[config.mk]
export PLATFORM = sky130hd
export DESIGN_NAME = jt12_wr_sched
export DESIGN_NICKNAME = d
export VERILOG_FILES = /design/src/rtl/jt12_wr_pkg.sv /design/src/rtl/jt12_wr_fifo.sv /design/src/rtl/jt12_wr_sched.sv
export SDC_FILE = /design/constraint.sdc
export NUM_CORES = 1
export LEC_CHECK = 0
export ABC_CLOCK_PERIOD_IN_PS = 8100
export BUFFER_PORTS_ARGS = -buffer_cell sky130_fd_sc_hd__buf_2
export CAP_MARGIN = 20
export CORE_MARGIN = 4
export CORE_UTILIZATION = 61
export DETAILED_ROUTE_END_ITERATION = 8
export GPL_TIMING_DRIVEN = 1
export PLACE_DENSITY_LB_ADDON = 0.08
export RECOVER_POWER = 50
export SYNTH_ARGS = -nofsm -noshare
export SYNTH_HDL_FRONTEND = slang
export SYNTH_SLANG_ARGS = --single-unit
[constraint.sdc]
create_clock -name clk -period 8.1 [get_ports clk]
set_clock_uncertainty 0.2 [all_clocks]
set_input_delay 0.405 -clock clk [delete_from_list [all_inputs] [get_ports clk]]
set_output_delay 0.405 -clock clk [all_outputs]
set_load 0.005 [all_outputs]
[src/rtl/jt12_wr_pkg.sv]
// jt12_wr_pkg: shared types and parameter defaults for the FM register-write scheduler
package jt12_wr_pkg;
  localparam int DEPTH_DEF = 8;
  localparam int ADDR_GAP_DEF = 2;
  localparam int TIMEOUT_DEF = 255;
  typedef enum logic [2:0] {IDLE, ADR, GAP, DAT, BSY} state_t;
  typedef struct packed {
    logic       part;
    logic [7:0] regn;
    logic [7:0] val;
  } entry_t;
endpackage

[src/rtl/jt12_wr_fifo.sv]
// jt12_wr_fifo: synchronous write queue with registered ready (not full)
module jt12_wr_fifo import jt12_wr_pkg::*; #(
  parameter int DEPTH = DEPTH_DEF
) (
  input  logic                   clk,
  input  logic                   rst_n,
  input  logic                   push,
  input  logic                   pop,
  input  logic [16:0]            din,
  output logic [16:0]            dout,
  output logic                   full,
  output logic                   empty,
  output logic                   ready,
  output logic [$clog2(DEPTH):0] level
);
  localparam int AW = $clog2(DEPTH);
  logic [16:0] mem_q [DEPTH];
  logic [AW-1:0] wr_q, wr_d, rd_q, rd_d;
  logic [AW:0] level_q, level_d;
  logic ready_q, ready_d;
  always_comb begin
    wr_d = push ? wr_q + AW'(1) : wr_q;
    rd_d = pop ? rd_q + AW'(1) : rd_q;
    level_d = level_q + {{AW{1'b0}}, push} - {{AW{1'b0}}, pop};
    ready_d = level_d != (AW+1)'(DEPTH);
  end
  always_ff @(posedge clk) begin
    if (!rst_n) begin
      wr_q <= '0;
      rd_q <= '0;
      level_q <= '0;
      ready_q <= 1'b0;
    end else begin
      wr_q <= wr_d;
      rd_q <= rd_d;
      level_q <= level_d;
      ready_q <= ready_d;
    end
  end
  always_ff @(posedge clk)
    if (push) mem_q[wr_q] <= din;
  assign dout = mem_q[rd_q];
  assign full = level_q == (AW+1)'(DEPTH);
  assign empty = level_q == '0;
  assign ready = ready_q;
  assign level = level_q;
endmodule

[src/rtl/jt12_wr_sched.sv]
// jt12_wr_sched: queues host register writes and replays them to the FM core
// as address strobe, gap, data strobe and busy poll, all paced by cen.
module jt12_wr_sched import jt12_wr_pkg::*; #(
  parameter int DEPTH = DEPTH_DEF,
  parameter int ADDR_GAP = ADDR_GAP_DEF,
  parameter int TIMEOUT = TIMEOUT_DEF
) (
  input  logic                   clk,
  input  logic                   rst_n,
  input  logic                   cen,
  input  logic                   req_valid,
  output logic                   req_ready,
  input  logic                   req_part,
  input  logic [7:0]             req_reg,
  input  logic [7:0]             req_val,
  output logic [1:0]             ym_addr,
  output logic [7:0]             ym_din,
  output logic                   ym_cs_n,
  output logic                   ym_wr_n,
  input  logic [7:0]             ym_dout,
  output logic [$clog2(DEPTH):0] level,
  output logic                   idle,
  output logic                   timeout_err,
  input  logic                   err_clr
);
  localparam int CW = $clog2(TIMEOUT + ADDR_GAP + 1);
  state_t state_q, state_d;
  entry_t hold_q, hold_d;
  logic [CW-1:0] cnt_q, cnt_d, cnt_inc;
  logic err_q, err_d, cs_q, cs_d, wr_q, wr_d;
  logic [1:0] addr_q, addr_d;
  logic [7:0] din_q, din_d;
  logic [16:0] head;
  logic push, pop, full, empty;
  logic unused_dout;
  assign unused_dout = ^ym_dout[6:0];
  assign push = req_valid && req_ready && !full;
  assign pop = cen && state_q == IDLE && !empty;
  jt12_wr_fifo #(.DEPTH(DEPTH)) u_fifo (
    .clk(clk), .rst_n(rst_n), .push(push), .pop(pop),
    .din({req_part, req_reg, req_val}), .dout(head),
    .full(full), .empty(empty), .ready(req_ready), .level(level)
  );
  assign cnt_inc = cnt_q + CW'(1);
  always_comb begin
    state_d = state_q;
    hold_d = hold_q;
    cnt_d = cnt_q;
    err_d = err_clr ? 1'b0 : err_q;
    if (cen) begin
      unique case (state_q)
        IDLE: if (!empty) begin
          state_d = ADR;
          hold_d = entry_t'(head);
        end
        ADR: begin
          state_d = GAP;
          cnt_d = '0;
        end
        GAP: begin
          cnt_d = cnt_inc;
          if (cnt_inc == CW'(ADDR_GAP)) state_d = DAT;
        end
        DAT: begin
          state_d = BSY;
          cnt_d = '0;
        end
        BSY: begin
          cnt_d = cnt_inc;
          if (cnt_inc >= CW'(2) && !ym_dout[7]) state_d = IDLE;
          else if (cnt_inc == CW'(TIMEOUT)) begin
            state_d = IDLE;
            err_d = 1'b1;
          end
        end
        default: state_d = IDLE;
      endcase
    end
    // outputs are decoded from the next state so every pin is a plain flop
    cs_d = !(state_d inside {ADR, DAT, BSY});
    wr_d = !(state_d inside {ADR, DAT});
    addr_d = state_d == IDLE ? 2'b00 : {hold_d.part, state_d == DAT};
    din_d = state_d == IDLE ? 8'h00 : (state_d inside {ADR, GAP}) ? hold_d.regn : hold_d.val;
  end
  always_ff @(posedge clk) begin
    if (!rst_n) begin
      state_q <= IDLE;
      hold_q <= '0;
      cnt_q <= '0;
      err_q <= 1'b0;
      cs_q <= 1'b1;
      wr_q <= 1'b1;
      addr_q <= 2'b00;
      din_q <= 8'h00;
    end else begin
      state_q <= state_d;
      hold_q <= hold_d;
      cnt_q <= cnt_d;
      err_q <= err_d;
      cs_q <= cs_d;
      wr_q <= wr_d;
      addr_q <= addr_d;
      din_q <= din_d;
    end
  end
  assign ym_cs_n = cs_q;
  assign ym_wr_n = wr_q;
  assign ym_addr = addr_q;
  assign ym_din = din_q;
  assign timeout_err = err_q;
  assign idle = empty && state_q == IDLE;
endmodule
# After elaboration in Yosys (flattened, before gate mapping)
# Memories as Yosys holds them, arrays and structs flattened. A register that Yosys moved wholly into a read port is not among the register bits.
# Index checks and enable logic that the tools add are counted.
# W data, S select, Z words.
[op_classes] addsub=5 order_cmp=1 eq_ne=12 muxes=20 n_bitwise=1 reduce_logical=22
[op_table] cell="$mux W17" count=3
[op_table] cell="$mux W3" count=7
[op_table] cell="$pmux W9 S2" count=1
[op_table] cell="$pmux W3 S5" count=1
[op_table] cell="$eq A3 B2 Y1 const B" count=4
[op_table] cell="$add A9 B1 Y9 const B" count=1
[op_table] cell="$eq A9 B2 Y1 const B" count=1
[op_table] cell="$eq A9 B8 Y1 const B" count=1
[op_table] cell="$ge A9 B2 Y1 const B" count=1
[op_table] cell="$mux W8" count=1
[op_table] cell="$mux W1" count=7
[op_table] cell="$add A3 B1 Y3 const B" count=2
[op_table] cell="$eq A3 B1 Y1 const B" count=2
[op_table] cell="$eq A3 B3 Y1 const B" count=2
[op_table] cell="$logic_and A1 B1 Y1" count=6
[op_table] cell="$logic_not A3 Y1" count=2
[op_table] cell="$reduce_bool A2 Y1" count=3
[op_table] cell="$reduce_or A2 Y1" count=3
[op_table] cell="$logic_not A1 Y1" count=5
[op_table] cell="$add A4 B1 Y4" count=1
[op_table] cell="$eq A4 B4 Y1 const B" count=1
[op_table] cell="$logic_not A4 Y1" count=1
[op_table] cell="$ne A4 B4 Y1 const B" count=1
[op_table] cell="$sub A4 B1 Y4" count=1
[op_table] cell="other kinds (3)" count=3
[word_totals] register_bits=53 ram_bits=136 input_bits=30 out_inout_bits=19 wordCells=76 mem_count=1
[memory_table] name="u_fifo.mem_q" depth=8 width=17 read_ports=1 rd_clocked_by_memory_dff=1 write_ports=1 line_no="jt12_wr_fifo.sv:17" rtl="logic [16:0] mem_q [DEPTH];"

# Depth between registers and ports, before layout
# Gate-level depths: netlist of run 1.
[logic_depth] word_depth=9 mapped_depth=13 depth_no_buf=11

# Cells and area by module
# A second synthesis of run 1 with hierarchy kept.
[hier_totals] hier_cells=537 hier_area_um2=8051.5
[by_module_without_submodules] mod="jt12_wr_fifo" instances=1 cells_per_inst=272 area_each_um2=5909.4 seq_area_each_um2=4364.2
[by_module_without_submodules] mod="jt12_wr_sched" instances=1 cells_per_inst=265 area_each_um2=2142.1 seq_area_each_um2=840.8

# Worst setup path after synthesis of run 1
# No wires, ideal clock.
[synth_path] kind="register -> register" startpoint="register u_fifo.level_q[2], in the netlist u_fifo.level[2]" endpoint="memory u_fifo.mem_q[2][0], enable pin" setup_time_ns=0.416 arrival_time_ns=2.519 t_required_ns=7.484 path_slack_ns=4.965 stages_incl_launch_ff=6 n_path_buf=0 synth_period_minus_slack_ns=3.135 cell_sequence="dfxtp_1 > inv_1 > ha_1 > a31oi_1 > nand2b_1 > nor3b_1"
[synth_between] elab_chain_cells=5
[synth_lines] element="start: declaration" line_no="jt12_wr_fifo.sv:19" rtl="logic [AW:0] level_q, level_d;"
[synth_lines] element="start signal: assignment" line_no="jt12_wr_fifo.sv:36" rtl="level_q <= level_d;"
[synth_lines] element="$eq A4 B4 Y1" line_no="jt12_wr_fifo.sv:43" rtl="assign full = level_q == (AW+1)'(DEPTH);"
[synth_lines] element="$logic_not A1 Y1" line_no="jt12_wr_sched.sv:37" rtl="assign push = req_valid && req_ready && !full;"
[synth_lines] element="$logic_and A1 B1 Y1" line_no="jt12_wr_sched.sv:37"
[synth_lines] element="named net push" line_no="jt12_wr_sched.sv:34" rtl="logic push, pop, full, empty;"
[synth_lines] element="$mux W1" line_no="jt12_wr_fifo.sv:41" rtl="if (push) mem_q[wr_q] <= din;"
[synth_lines] element="$mux W1 (implied by the code)" line_no="jt12_wr_fifo.sv:41"
[synth_lines] element="end: declaration" line_no="jt12_wr_fifo.sv:17"
# The timed path passes the listed nets, and every way through them passes these cells.

# Final worst setup path of run 1
[layout_path] startpoint="register cnt_q[0]" endpoint="register din_q[1], in the netlist ym_din[1]"
[layout_between] elab_chain_cells=9 word_cells_on_any_way=16 cone_classes="1 x add/sub; 1 x order compare; 4 x eq/ne; 6 x mux; 4 x reduce/logical"
[layout_lines] element="start: declaration" line_no="jt12_wr_sched.sv:29" rtl="logic [CW-1:0] cnt_q, cnt_d, cnt_inc;"
[layout_lines] element="start signal: assignment" line_no="jt12_wr_sched.sv:98" rtl="cnt_q <= cnt_d;"
[layout_lines] element="$add A9 B1 Y9 (*)" line_no="jt12_wr_sched.sv:44" rtl="assign cnt_inc = cnt_q + CW'(1);"
[layout_lines] element="$ge A9 B2 Y1 or $eq A9 B8 Y1 (tied branches)" line_no="jt12_wr_sched.sv:70, jt12_wr_sched.sv:71"
[layout_lines] element="$logic_and A1 B1 Y1 or $mux W3 (tied branches)" line_no="jt12_wr_sched.sv:70, jt12_wr_sched.sv:71"
[layout_lines] element="$mux W3" line_no="jt12_wr_sched.sv:70" rtl="if (cnt_inc >= CW'(2) && !ym_dout[7]) state_d = IDLE;"
[layout_lines] element="$pmux W3 S5 (*)" line_no="jt12_wr_sched.sv:51" rtl="unique case (state_q)"
[layout_lines] element="$mux W3 (*)" line_no="jt12_wr_sched.sv:50" rtl="if (cen) begin"
[layout_lines] element="$eq A3 B1 Y1 or $eq A3 B2 Y1 (tied branches)" line_no="jt12_wr_sched.sv:83" rtl="din_d = state_d == IDLE ? 8'h00 : (state_d inside {ADR, GAP}) ? hold_d.regn : hold_d.val;"
[layout_lines] element="$reduce_bool A2 Y1" line_no="jt12_wr_sched.sv:83"
[layout_lines] element="$mux W8" line_no="jt12_wr_sched.sv:83"
[layout_lines] element="end signal: assignment" line_no="jt12_wr_sched.sv:103" rtl="din_q <= din_d;"
[layout_lines] element="end: declaration" line_no="jt12_wr_sched.sv:32" rtl="logic [7:0] din_q, din_d;"
# Every way passes the cells marked *; elsewhere a longest branch is shown, timed or not.
# A chain may end at the register's enable or synchronous reset.

==> results.py, run 1 <==
metrics = {
    "run_status": {
        "run_status": "complete, no violations",
    },
    "clock_tree": {
        "cts.reportedPaths.clkPinSlew_ns": 0.07,
        "cts_repair_resize_count": 0,
        "cts-hold-fix-buffers": 0,
        "cts_tree": "built",
        "cts_buffers": 17,
        "clk_latency_ns": 0.43,
        "numClockSinks": 192,
        "postCtsSetupBuffers": 0,
        "maximum_buffer_depth_of_the_clock_tree": 2,
        "clk_root_buffer_cell": "clkbuf_16",
        "number_of_h_tree_levels": 4,
    },
    "routing": {
        "dr.first_iter.drc_count": 447,
        "drc": 0,
        "totalWireLength_um": 14540,
        "drt_pass1_iterations": 5,
        "viasPerCell": 5.939,
        "drt.antenna.violating_nets": 0,
        "wl_per_cell_um": 19.39,
        "routed_vias": 4454,
    },
    "global_route": {
        "layer_with_the_highest_usage_after_global_routing": "met2",
        "globalRoute.totalOverflow": 0,
        "grt_antenna_before_repair": 0,
        "met2_track_demand_over_resource": 0.3409,
        "grt_use_met3": 0.05734,
        "met1_usage": 0.2915,
        "grt_start_max_net_pins": 45,
        "gr-usage-all-layers": 0.2139,
        "grt_pass1_vias": 4282,
        "grt_pass1_wl_um": 23540,
    },
    "setup_path": {
        "reg2reg_path_depth": 7,
        "r2r_end": "ym_din[1]$_SDFF_PP0_",
        "criticalPathCategory": "reg2reg",
        "worst_ep_arrival_time_ns": 3.56,
        "timing.critical_path.fanout_max": 20,
        "worstPathCellList": "ha_1 > nand3_1 > nor4_1 > nor3_1 > o41a_1 > nand3b_2 > o221ai_1",
        "timing.critical_path.slowest_stage_cell": "o41a_1",
        "timing.critical_path.buf_inv": 0,
        "setup.worst_path.start_class": "flip-flop",
        "setup.worst_path.end_class": "flip-flop",
        "worst_setup_path_startpoint": "cnt_q[0]$_SDFFE_PN0P_",
        "timing.reg2reg.setup_slack_ns": 4.67,
        "cpLargestDelayFamily": "simple AND/OR/NAND/NOR gates",
        "stage_delay_of_the_slowest_cell_on_the_critical_path_ns": 0.60,
        "required_ns": 8.22,
        "rr_startpoint": "cnt_q[0]$_SDFFE_PN0P_",
    },
    "placement": {
        "portBuffers": 41,
        "placement.cell_area_um2": 8189,
        "place_inst": 717,
        "gp_congestion": 0.8723,
        "detailed_place_hpwl_um": 8753,
    },
    "sta": {
        "tightest_slew_ns": 1.048,
        "hold-worst-slack_ns": 0.1153,
        "slew-limit-headroom": 0.3012,
        "grt_setup_unrepaired": "no",
        "min_period_ns": 3.434,
        "layout_worst_path_cycle_share": 0.4240,
        "setup_total_negative_slack_ns": 0,
        "hold_viol_final": 0,
        "final_setup_violations": 0,
        "drv_slew": 0,
        "max_freq_ghz": 0.2912,
    },
    "hold_path": {
        "min_delay_worst_endpoint": "timeout_err$_SDFF_PN0_",
        "timing.hold.worst.start": "err_clr",
        "min_delay_path_depth": 4,
        "min-delay-path-class": "in2reg",
    },
    "finish": {
        "diodes_inserted": 0,
        "multi_input_area_um2": 2397,
        "most-common-layout-cells": "edfxtp_1 (136), dfxtp_1 (55), mux4_2 (34)",
        "finish.instance_area_um2": 8811,
        "num-fill-cells": 886,
        "post_layout_nonfiller_instances": 750,
        "drive_gt1_frac": 0.1972,
        "layout.area.seq_um2": 5206,
        "leading_cell_type_in_the_layout_fill_and_taps_excluded": "edfxtp_1",
        "design.final.nets": 607,
        "area.growth.synth_to_final_pct": 12.33,
    },
    "logic_synthesis": {
        "yosys_warnings": 0,
        "yosysTopAreaCell": "edfxtp_1",
        "synthArstFlopShare": 0,
        "area_of_the_mapped_netlist_um2": 7844,
        "synth_nets": 571,
        "ys.flop_type": "edfxtp_1",
        "number_of_instances_in_the_synthesized_netlist": 529,
        "syn_area_per_cell_um2": 14.83,
        "synth_edf_count": 136,
        "synth_cell_type_count": 59,
        "ys_ff_latch": 192,
        "yosys.area.top_type_share": 0.5207,
        "synth-seq-area-share": 0.6636,
        "netlist_top_cells_area": "edfxtp_1 (52%), dfxtp_1 (14%), mux4_2 (9.8%)",
    },
    "die": {
        "design.portCount": 49,
        "die_width_um": 121.4,
        "initial_utilization": 0.6216,
        "chipHeight_um": 121.4,
        "row_count": 41,
        "core_um2": 12620,
        "die_area_um2": 14740,
    },
    "flow_run": {
        "max-cap-violations": 0,
    },
    "pwr": {
        "p_per_area_nw_per_um2": 301.3,
        "peakVddDrop_uv": 235.7,
        "static-leakage-power_uw": 0.002939,
    },
}
## flip-flops by register name, summed over array words and instances (netlist names), 3 cells and up, named ones only
name,flops
ym_din,8
u_fifo.level,4
hold_q,17
u_fifo.wr_q,3
u_fifo.mem_q,136
u_fifo.rd_q,3
cnt_q,9
state_q,3
## kinds of logic after synthesis
family,Yosys count,synth area share
multiplexers,45,0.1117
buffers and inverters,58,0.03461
flip-flops,192,0.6636
adder cells (fa/ha/maj),12,0.02010
AO/OA/AOI/OAI,91,0.07545
XOR/XNOR,6,0.006700
AND/OR/NAND/NOR,125,0.08789
## final cells by class
type / count / share of cell area
Inverter: 22 / 0.009372
Tap cell: 172 / 0.02442
Clock inverter: 11 / 0.01832
Multi-Input combinational cell: 279 / 0.2721
Sequential cell: 192 / 0.5909
Clock buffer: 21 / 0.05339
Timing Repair Buffer: 53 / 0.03153
## synthesized netlist by cell type (3+ instances only)
| cell type | n |
|---|---|
| a21boi_0 | 5 |
| a21oi_1 | 17 |
| a31oi_1 | 8 |
| and2_1 | 11 |
| buf_2 | 12 |
| buf_4 | 3 |
| clkbuf_1 | 16 |
| dfxtp_1 | 56 |
| edfxtp_1 | 136 |
| ha_1 | 11 |
| inv_1 | 22 |
| mux2i_1 | 11 |
| mux4_2 | 34 |
| nand2_1 | 27 |
| nand2b_1 | 4 |
| nand3_1 | 6 |
| nand4_1 | 3 |
| nand4b_1 | 3 |
| nor2_1 | 21 |
| nor2b_1 | 19 |
| nor3_1 | 5 |
| nor3b_1 | 3 |
| nor4_1 | 4 |
| o21ai_0 | 26 |
| o221ai_1 | 7 |
| o22ai_1 | 9 |
| or3_1 | 5 |
| xnor2_1 | 5 |
## metal layers
| metal | vias up | share of wire |
|---|---|---|
| met1 | 2217 | 0.42 |
| met5 | - | 0 |
| met4 | 0 | 0.017 |
| li1 | 2094 | - |
| met3 | 24 | 0.063 |
| met2 | 119 | 0.50 |
## tightest hold or removal path: cells and delay by family
| family | cells | cell delay (ns) |
|---|---|---|
| AOI/OAI and AO/OA | 1 | 0.05 |
| and+or+nand+nor | 1 | 0.10 |
| buffers and inverters | 2 | 0.13 |
## report_power, final
part / internal, uW / leakage (uW) / switching, uW / total, uW
logic: 266 / 0.000941 / 328 / 594
clock network: 539 / 0.000313 / 334 / 873
registers: 1150 / 0.00169 / 36.2 / 1190
## worst max-delay path by stage
stage,end,slack (ns),cells after the start
finish,ym_din[1]$_SDFF_PP0_,4.67,7
global route,ym_din[1]$_SDFF_PP0_,4.42,7
CTS,u_fifo.ready$_SDFF_PN0_,4.42,11
detailed placement,u_fifo.ready$_SDFF_PN0_,4.43,11
global placement,u_fifo.ready$_SDFF_PN0_,4.51,11
floorplan,u_fifo.mem_q[2][0]$_DFFE_PP_,4.96,5
## per-stage QoR
step / power [uW] / util / setup slack, ns
floorplan: 1654 / - / 4.965
global placement: 1783 / 0.6489 / 4.507
detailed placement: 1799 / 0.6489 / 4.431
CTS: 2671 / 0.6990 / 4.416
global route: 2793 / 0.6982 / 4.418
finish: 2655 / 0.6982 / 4.666
No activity file was read; power rests on OpenSTA's default activity.
==> run 2, diff against run 1 <==
- ABC_CLOCK_PERIOD_IN_PS: 8100 -> 3450
- CORE_UTILIZATION: 61 -> 60
- clock period: 8.1 -> 3.45 ns (I/O delays scaled with it)
==> results.py, run 2 (same netlist as run 1, synthesis figures left out) <==
metrics = {
    "hold_path": {
        "min-delay-path-class": "in2reg",
    },
    "sta": {
        "final_setup_violations": 0,
        "setup_total_negative_slack_ns": 0,
        "slew-limit-headroom": 0.4591,
        "layout_worst_path_cycle_share": 0.9293,
        "max_freq_ghz": 0.3119,
        "final_worst_setup_slack_ns": 0.2441,
        "tightest_slew_ns": 0.8102,
        "grt_setup_unrepaired": "no",
        "min_period_ns": 3.206,
        "hold_viol_final": 0,
        "drv_slew": 0,
    },
    "routing": {
        "totalWireLength_um": 14520,
        "wl_per_cell_um": 18.76,
        "routed_vias": 4544,
        "drc": 0,
        "drt.antenna.violating_nets": 0,
        "dr.first_iter.drc_count": 378,
        "drt_pass1_iterations": 6,
        "viasPerCell": 5.871,
    },
    "finish": {
        "regMostFlops": "u_fifo.mem_q",
        "design.final.nets": 631,
        "largest_register_ff_count": 136,
        "largestRegisters": "u_fifo.mem_q: 136 flops, hold_q: 17 flops, cnt_q: 9 flops",
        "area.growth.synth_to_final_pct": 14.99,
        "drive_gt1_frac": 0.1844,
        "leading_cell_type_in_the_layout_fill_and_taps_excluded": "edfxtp_1",
        "num-fill-cells": 918,
        "finish.instance_area_um2": 9020,
        "diodes_inserted": 0,
        "most-common-layout-cells": "edfxtp_1 (136), dfxtp_1 (56), mux4_2 (34)",
        "utilization": 0.7090,
    },
    "pwr": {
        "p_per_area_nw_per_um2": 681.6,
        "fin_total_pwr_uw": 6148,
        "peakVddDrop_uv": 463.5,
        "static-leakage-power_uw": 0.003021,
    },
    "die": {
        "initial_utilization": 0.6165,
        "row_count": 41,
        "die_area_um2": 14970,
        "chipHeight_um": 122.3,
        "die_width_um": 122.3,
        "core_um2": 12720,
        "design.portCount": 49,
    },
    "placement": {
        "portBuffers": 41,
        "placement.cell_area_um2": 8259,
        "gp_congestion": 0.8689,
        "detailed_place_hpwl_um": 8879,
        "placement.setup.worst_slack_ns": 0.3790,
    },
    "clock_tree": {
        "cts_tree": "built",
        "number_of_h_tree_levels": 4,
        "maximum_buffer_depth_of_the_clock_tree": 2,
        "cts_repair_resize_count": 0,
        "clk_latency_ns": 0.42,
        "clk_root_buffer_cell": "clkbuf_16",
        "cts_buffers": 17,
        "numClockSinks": 192,
        "cts.reportedPaths.clkPinSlew_ns": 0.06,
    },
    "setup_path": {
        "worst_ep_arrival_time_ns": 3.36,
        "timing.critical_path.fanout_max": 11,
        "setup.worst_path.start_class": "flip-flop",
        "setup.worst_path.end_class": "flip-flop",
        "required_ns": 3.61,
        "criticalPathCategory": "reg2reg",
    },
    "global_route": {
        "grt_start_max_net_pins": 45,
        "grt_pass1_vias": 4546,
        "globalRoute.totalOverflow": 0,
        "grt_antenna_before_repair": 0,
        "grt_pass1_wl_um": 23850,
        "gr-usage-all-layers": 0.2139,
    },
    "flow_run": {
        "max-cap-violations": 0,
    },
    "run_status": {
        "run_status": "complete, no violations",
    },
}
run 2: cell count changes in the layout (fill, tap and decap cells not counted), moves of 2 or more:
cell,change
buf_2,-2
clkbuf_1,+7
dlygate4sd3_1,+19
clkinv_2,-4
buf_4,+3
buf_12,+2
bufinv_16,-2
run 2: layout make-up:
| class | instances | area [um2] | area share |
|---|---|---|---|
| flip-flops and latches | 192 | 5205 | 0.5771 |
| multi-input cells | 279 | 2397 | 0.2658 |
| clock buffers | 28 | 528.0 | 0.05854 |
| repair buffers | 77 | 518.0 | 0.05743 |
| well taps | 172 | 215.2 | 0.02386 |
| inverters | 22 | 82.58 | 0.009155 |
| clock inverters | 4 | 73.82 | 0.008184 |
run 2: metal layers:
layer  vias up  GRT usage  part of all wire
met2       128     0.3507              0.51
met5         -          0                 0
met3        13    0.04793             0.056
li1       2137          -                 -
met4         0    0.05808            0.0090
met1      2266     0.2929              0.43
run 2: through the flow:
stage,hold slack (ns),cells
global placement,0.2322,723
detailed placement,0.2459,723
global route,0.1177,774
finish,0.07404,774
floorplan,0.07137,529
CTS,0.07289,774
run 2: worst paths after layout:
kind              slack [ns]  depth (start not counted)                  start               endpoint
setup / recovery        0.24                          8  cnt_q[1]$_SDFFE_PN0P_   ym_din[7]$_SDFF_PP0_
setup reg to reg        0.24                          8  cnt_q[1]$_SDFFE_PN0P_   ym_din[7]$_SDFF_PP0_
hold / removal          0.07                          2                  rst_n     ym_wr_n$_SDFF_PN1_
hold reg to reg         0.34                          1  hold_q[16]$_SDFF_PN0_  hold_q[16]$_SDFF_PN0_
run 2: what timing repair did:
item,in CTS,in global routing
setup buffers,0,0
hold endpoints to repair,137,0
hold buffers,19,0
run 2: where the power goes:
part	switching, uW	internal [uW]	leakage (uW)
registers	122	2700	0.00168
clock network	746	1190	0.000294
logic	719	667	0.00104
total	1590	4560	0.00302
run 2: critical path: stages, from the launching register on:
cell	delay (ns)
dfxtp_1	0.52
ha_1	0.44
nand3_1	0.20
nor4_1	0.54
nor3_1	0.13
o41a_1	0.48
nand3b_2	0.37
nand2b_1	0.21
nand3_1	0.06
